`config.mk`:
```
export PLATFORM = sky130hd
export DESIGN_NAME = rsa_arbiter_flat
export DESIGN_NICKNAME = d
export VERILOG_FILES = /design/src/rtl/rsa_arbiter_if.sv /design/src/rtl/rsa_arbiter.sv /design/src/flat_wrapper.sv
export SDC_FILE = /design/constraint.sdc
export NUM_CORES = 1
export LEC_CHECK = 0
export BUFFER_PORTS_ARGS = -buffer_cell sky130_fd_sc_hd__buf_2
export CAP_MARGIN = 20
export CORE_ASPECT_RATIO = 1.1
export CORE_MARGIN = 10
export CORE_UTILIZATION = 32
export DETAILED_ROUTE_END_ITERATION = 8
export PLACE_DENSITY = 0.58
export SLEW_MARGIN = 30
export SYNTH_ARGS = -nofsm -noshare
export SYNTH_HDL_FRONTEND = slang
export SYNTH_SLANG_ARGS = --single-unit
```
`constraint.sdc`:
```
create_clock -name clk -period 3.3 [get_ports clk]
set_input_delay 0.165 -clock clk [delete_from_list [all_inputs] [get_ports clk]]
set_output_delay 0.165 -clock clk [all_outputs]
set_load 0.005 [all_outputs]
```
`src/rtl/rsa_arbiter_if.sv`:
```
// rtl/rsa_arbiter_if.sv - requester-side handshake bundle for the two-port RSA arbiter
interface rsa_arbiter_if #(
  parameter int WIDTH = 8
);
  logic               req0_valid;
  logic               req1_valid;
  logic [4*WIDTH-1:0] req0_ops;
  logic [4*WIDTH-1:0] req1_ops;
  logic               req0_ready;
  logic               req1_ready;
  logic               req0_done;
  logic               req1_done;
  logic               req0_err;
  logic               req1_err;
  logic [WIDTH-1:0]   req0_c;
  logic [WIDTH-1:0]   req1_c;

  modport slave (
    input  req0_valid, req1_valid, req0_ops, req1_ops,
    output req0_ready, req1_ready, req0_done, req1_done,
    output req0_err, req1_err, req0_c, req1_c
  );

  modport master (
    output req0_valid, req1_valid, req0_ops, req1_ops,
    input  req0_ready, req1_ready, req0_done, req1_done,
    input  req0_err, req1_err, req0_c, req1_c
  );
endinterface

```
`src/rtl/rsa_arbiter.sv`:
```
// rtl/rsa_arbiter.sv - round-robin arbiter sharing one RSA unit between two requesters
module rsa_arbiter #(
  parameter int WIDTH   = 8,
  parameter int TIMEOUT = 1023
) (
  input  logic               clk,
  input  logic               rst_n,
  input  logic               ena,
  rsa_arbiter_if.slave       req,
  input  logic               abort,
  input  logic               irq_clr,
  output logic               irq,
  output logic               busy,
  output logic               owner,
  output logic               rsa_en,
  output logic               rsa_rstb,
  output logic [4*WIDTH-1:0] rsa_ops,
  input  logic               rsa_eoc,
  input  logic [WIDTH-1:0]   rsa_c
);
  localparam logic [9:0] TMO = 10'(TIMEOUT);

  typedef enum logic [1:0] {S_IDLE, S_LOAD, S_RUN, S_DONE} state_t;

  state_t             state_q, state_d;
  logic [9:0]         cnt_q, cnt_d;
  logic               last_grant_q, last_grant_d;
  logic               owner_q, owner_d;
  logic [4*WIDTH-1:0] ops_q, ops_d;
  logic [WIDTH-1:0]   c0_q, c0_d, c1_q, c1_d;
  logic               err0_q, err0_d, err1_q, err1_d;
  logic               irq_q, irq_d;

  logic any_valid;
  logic grant;
  logic accept;

  // Ties go to whichever requester did not win last time.
  assign any_valid = req.req0_valid | req.req1_valid;
  assign grant     = (req.req0_valid && req.req1_valid) ? ~last_grant_q : req.req1_valid;
  assign accept    = (state_q == S_IDLE) && any_valid && ena && rst_n;

  assign req.req0_ready = accept && !grant;
  assign req.req1_ready = accept && grant;
  assign req.req0_done  = (state_q == S_DONE) && !owner_q;
  assign req.req1_done  = (state_q == S_DONE) && owner_q;
  assign req.req0_err   = err0_q;
  assign req.req1_err   = err1_q;
  assign req.req0_c     = c0_q;
  assign req.req1_c     = c1_q;

  assign irq      = irq_q;
  assign busy     = (state_q != S_IDLE);
  assign owner    = owner_q;
  assign rsa_en   = (state_q == S_RUN);
  assign rsa_rstb = (state_q == S_RUN) || (state_q == S_DONE);
  assign rsa_ops  = ops_q;

  always_comb begin
    state_d      = state_q;
    cnt_d        = cnt_q;
    last_grant_d = last_grant_q;
    owner_d      = owner_q;
    ops_d        = ops_q;
    c0_d         = c0_q;
    c1_d         = c1_q;
    err0_d       = err0_q;
    err1_d       = err1_q;
    irq_d        = irq_clr ? 1'b0 : irq_q;

    case (state_q)
      S_IDLE: begin
        if (any_valid) begin
          owner_d      = grant;
          last_grant_d = grant;
          ops_d        = grant ? req.req1_ops : req.req0_ops;
          if (grant) err1_d = 1'b0;
          else       err0_d = 1'b0;
          state_d      = S_LOAD;
        end
      end
      S_LOAD: begin
        cnt_d   = '0;
        state_d = abort ? S_IDLE : S_RUN;
      end
      S_RUN: begin
        cnt_d = cnt_q + 10'd1;
        // Abort beats eoc, and eoc beats a coincident timeout.
        if (abort) begin
          state_d = S_IDLE;
        end else if (rsa_eoc) begin
          if (owner_q) c1_d = rsa_c;
          else         c0_d = rsa_c;
          state_d = S_DONE;
        end else if (cnt_q == TMO) begin
          if (owner_q) err1_d = 1'b1;
          else         err0_d = 1'b1;
          state_d = S_DONE;
        end
      end
      S_DONE: begin
        irq_d   = 1'b1;
        state_d = S_IDLE;
      end
      default: state_d = S_IDLE;
    endcase
  end

  always_ff @(posedge clk) begin
    if (!rst_n) begin
      state_q      <= S_IDLE;
      cnt_q        <= '0;
      last_grant_q <= 1'b1;
      owner_q      <= 1'b0;
      ops_q        <= '0;
      c0_q         <= '0;
      c1_q         <= '0;
      err0_q       <= 1'b0;
      err1_q       <= 1'b0;
      irq_q        <= 1'b0;
    end else if (ena) begin
      state_q      <= state_d;
      cnt_q        <= cnt_d;
      last_grant_q <= last_grant_d;
      owner_q      <= owner_d;
      ops_q        <= ops_d;
      c0_q         <= c0_d;
      c1_q         <= c1_d;
      err0_q       <= err0_d;
      err1_q       <= err1_d;
      irq_q        <= irq_d;
    end
  end
endmodule

```
`src/flat_wrapper.sv`:
```
// flat-port wrapper written by rule: the top's interface ports become plain ports
module rsa_arbiter_flat 
#(
  parameter int WIDTH   = 8,
  parameter int TIMEOUT = 1023
)
  (clk, rst_n, ena, abort, irq_clr, irq, busy, owner, rsa_en, rsa_rstb, rsa_ops, rsa_eoc, rsa_c, req_req0_valid, req_req1_valid, req_req0_ops, req_req1_ops, req_req0_ready, req_req1_ready, req_req0_done, req_req1_done, req_req0_err, req_req1_err, req_req0_c, req_req1_c);
  rsa_arbiter_if #(.WIDTH(WIDTH)) req_i ();
  input  logic clk;
  input  logic rst_n;
  input  logic ena;
  input  logic abort;
  input  logic irq_clr;
  output logic irq;
  output logic busy;
  output logic owner;
  output logic rsa_en;
  output logic rsa_rstb;
  output logic [4*WIDTH-1:0] rsa_ops;
  input  logic rsa_eoc;
  input  logic [WIDTH-1:0] rsa_c;
  input wire logic [$bits(req_i.req0_valid)-1:0] req_req0_valid;
  input wire logic [$bits(req_i.req1_valid)-1:0] req_req1_valid;
  input wire logic [$bits(req_i.req0_ops)-1:0] req_req0_ops;
  input wire logic [$bits(req_i.req1_ops)-1:0] req_req1_ops;
  output wire logic [$bits(req_i.req0_ready)-1:0] req_req0_ready;
  output wire logic [$bits(req_i.req1_ready)-1:0] req_req1_ready;
  output wire logic [$bits(req_i.req0_done)-1:0] req_req0_done;
  output wire logic [$bits(req_i.req1_done)-1:0] req_req1_done;
  output wire logic [$bits(req_i.req0_err)-1:0] req_req0_err;
  output wire logic [$bits(req_i.req1_err)-1:0] req_req1_err;
  output wire logic [$bits(req_i.req0_c)-1:0] req_req0_c;
  output wire logic [$bits(req_i.req1_c)-1:0] req_req1_c;
  assign req_i.req0_valid = req_req0_valid;
  assign req_i.req1_valid = req_req1_valid;
  assign req_i.req0_ops = req_req0_ops;
  assign req_i.req1_ops = req_req1_ops;
  assign req_req0_ready = req_i.req0_ready;
  assign req_req1_ready = req_i.req1_ready;
  assign req_req0_done = req_i.req0_done;
  assign req_req1_done = req_i.req1_done;
  assign req_req0_err = req_i.req0_err;
  assign req_req1_err = req_i.req1_err;
  assign req_req0_c = req_i.req0_c;
  assign req_req1_c = req_i.req1_c;
  rsa_arbiter #(.WIDTH(WIDTH), .TIMEOUT(TIMEOUT)) u_core (.clk(clk), .rst_n(rst_n), .ena(ena), .req(req_i), .abort(abort), .irq_clr(irq_clr), .irq(irq), .busy(busy), .owner(owner), .rsa_en(rsa_en), .rsa_rstb(rsa_rstb), .rsa_ops(rsa_ops), .rsa_eoc(rsa_eoc), .rsa_c(rsa_c));
endmodule
```
==> results.toml <==
[sta]
setup_viol = 0
hold_viol_final = 0
fin_crit_sh_pct = 69.7
fin_skew_ns = 0.00939
max_freq_ghz = 0.435
tns_ns = 0
slew_viol_final = 0
finalWorstSetupSlack_ns = 0.999
post-route-min-period_ns = 2.30
slew_headroom_pct = 52.0
rsz0062_at_grt = "false"
worstMarginPinSlew_ns = 0.718

[detailed_routing]
routed_wl_mm = 8.10
via_count = 2576
routedWlPerCell_um = 14.6
first_iter_violations = 82
postRouteAntennaNets = 0
first_pass_iters = 4
drc = 0
vias_per_cell = 4.64

[synth]
synth_seq_cells = 65
yosysWarnings = 0
synth_nets = 384
synthTopCellsByArea = "dfxtp_1 (43%), mux2i_1 (16%), o211a_1 (11%), nand2_1 (5.4%), nor2b_1 (3.7%)"
yosysUniqueCellTypes = 38
synth_top_cell_by_area = "dfxtp_1"
syn_area_um2 = 3010
synthCells = 299
synth_area_per_cell_um2 = 10.1
synth-seq-area-share_pct = 43.2
synthDominantCellAreaShare_pct = 43.2

[floorplanning]
initial_core_util_pct = 32.5
core_region_area_um2 = 9260
dieArea_um2 = 13700
die_h_um = 122
ioPinCount = 139
rows = 37
die_w_um = 112

[critical_path]
r2r_start = "u_core.state_q[1]"
cp.required_ns = 3.13
timing.reg2reg.setup_slack_ns = 1.19
r2r_end = "u_core.rsa_ops[3]"
worst_r2r_path_depth = 7
cp.arrival_ns = 2.14
crit_type = "reg -> out"
crit_path_max_fanout = 36
end_kind = "output port"
worstSetupStartpointType = "flip-flop"

[finish]
layout-drive-gt1-share_pct = 37.9
num_antenna_cells = 0
layout.nets = 518
utilization_pct = 42.6
synthToLayoutAreaGrowth_pct = 31.1
final_area_um2 = 3950
fill_cells = 961

[clock_tree]
clock_sinks = 65
cts_tree = "built"
cts_root_buffer = "clkbuf_8"
cts_buffer_depth = 2
ctsResizeCount = 0
clk-insertion-delay-late_ns = 0.33
clk_pin_slew_ns = 0.08
postCtsHoldBufs = 0
post_cts_buffers = 0
htreeDepth = 3
cts_buffers = 9

[global_routing]
antenna_found_initial = 0
grt_pass1_vias = 2771
grt_pass1_wl_mm = 13.4
grtUsageTotal_pct = 11.6
grt_max_degree = 37
overflow = 0

[outcome]
status = "finished clean"

[flow_run]
drv_cap = 0

[worst_hold_path]
hold_path.startpoint = "rsa_c[2]"
min_to = "u_core.req.req1_c[2]"
worstHoldPathType = "in -> reg"
holdPathStages = 3

[placement]
io_buffers = 138
place_ws_ns = 1.19
dpl_cell_area_um2 = 3780
gp_congestion = 0.729
post-dp-hpwl_mm = 6.31

[power]
leakage_nw = 2.18
power.total_mw = 1.69
peakVddDrop_mv = 0.201
p_per_area_nw_per_um2 = 428
[critical path, cell delays in order (launching register included)]
cell and delay [ns]:
dfxtp_1 0.34, inv_1 0.10, ha_1 0.24, nand2_1 0.17, nor2_4 0.61, nand2_1 0.11
nor2_1 0.10, buf_2 0.13
[placed cells by master, fill, tap and decap left out, types with 4 or more instances in the layout]
master,count
buf_2,138
mux2i_1,49
buf_4,5
nor2_1,13
ha_1,5
inv_1,4
clkbuf_8,9
o211a_1,33
dfxtp_1,65
nand2_1,43
and4_1,4
nor2b_1,18
xor2_1,9
nand3_1,8
[layout make-up]
class                           instances  area, um^2  area share [%]
Clock buffer                            9         124            3.14
Clock inverter                          7        46.3            1.17
Inverter                                4        15.0           0.380
Multi-Input combinational cell        210        1590            40.2
Sequential cell                        65        1300            33.0
Tap cell                              117         146            3.71
Timing Repair Buffer                  143         728            18.4
[cells in the mapped netlist]
| cell | instances |
|---|---|
| clkbuf_1 | 5 |
| or2_2 | 1 |
| and2_1 | 2 |
| o21ai_2 | 1 |
| a21boi_1 | 1 |
| nand2_1 | 43 |
| dfxtp_1 | 65 |
| o31a_1 | 1 |
| nand4_4 | 1 |
| a31oi_1 | 1 |
| nor2b_1 | 18 |
| o21bai_1 | 1 |
| buf_4 | 4 |
| inv_1 | 4 |
| a21oi_1 | 2 |
| buf_1 | 1 |
| o21ai_0 | 1 |
| and4b_1 | 1 |
| and4_1 | 4 |
| nand2b_1 | 1 |
| o31ai_1 | 1 |
| and2b_2 | 1 |
| nand3_1 | 8 |
| mux2i_1 | 49 |
| a22oi_1 | 1 |
| nor4_1 | 1 |
| nor2_1 | 14 |
| o21a_1 | 1 |
| nor3_1 | 1 |
| buf_6 | 4 |
| and3_1 | 1 |
| xor2_1 | 9 |
| o211ai_1 | 2 |
| nand4_1 | 3 |
| ha_1 | 5 |
| buf_2 | 6 |
| o211a_1 | 33 |
| o221a_2 | 1 |
[report_power, final]
| part | total [mW] | internal [mW] | switching (mW) | leakage (nW) |
|---|---|---|---|---|
| sequential | 0.847 | 0.824 | 0.0228 | 0.531 |
| clock | 0.585 | 0.271 | 0.314 | 0.0814 |
| combinational | 0.257 | 0.130 | 0.127 | 1.57 |
[routing by layer]
metal / track usage, % / routed length, um
met5: 0 / 0
met4: 3.65 / 75
met2: 17.9 / 3600
met3: 4.52 / 600
met1: 14.7 / 3830
[cells by family after synthesis]
family / Yosys count / synth area share [%]
AND/OR/NAND/NOR: 100 / 16.7
flip-flops: 65 / 43.2
multiplexers: 49 / 16.3
AO/OA/AOI/OAI: 47 / 14.4
buffers and inverters: 24 / 4.74
XOR/XNOR: 9 / 2.62
adder cells (fa/ha/maj): 5 / 2.08
[worst max-delay path by stage]
stage	cells past startpoint	slack [ns]	end	startpoint
global route	7	0.73	req_req0_ready	u_core.state_q[1]
detailed placement	7	1.19	u_core.rsa_ops[6]	u_core.state_q[0]
floorplan	7	1.72	u_core.req.req0_c[0]	u_core.state_q[0]
CTS	7	0.97	req_req0_ready	u_core.state_q[0]
global placement	7	1.30	u_core.rsa_ops[12]	u_core.state_q[0]
finish	7	1.0	req_req0_ready	u_core.state_q[1]
[stage by stage]
stage	hold slack [ns]	instances
finish	0.101	555
floorplan	0.331	299
global placement	0.438	539
global route	0.0936	555
CTS	0.0864	555
detailed placement	0.446	539
[sequential cells by signal, summed over array words and instances (netlist names)]
signal and count:
u_core.cnt_q 10, u_core.irq 1, u_core.last_grant_q 1, u_core.owner 1, u_core.req.req0_c 8, u_core.req.req0_err 1, u_core.req.req1_c 8, u_core.req.req1_err 1
u_core.rsa_ops 32, u_core.state_q 2
Note: power is estimated with default switching activity, not from simulation.
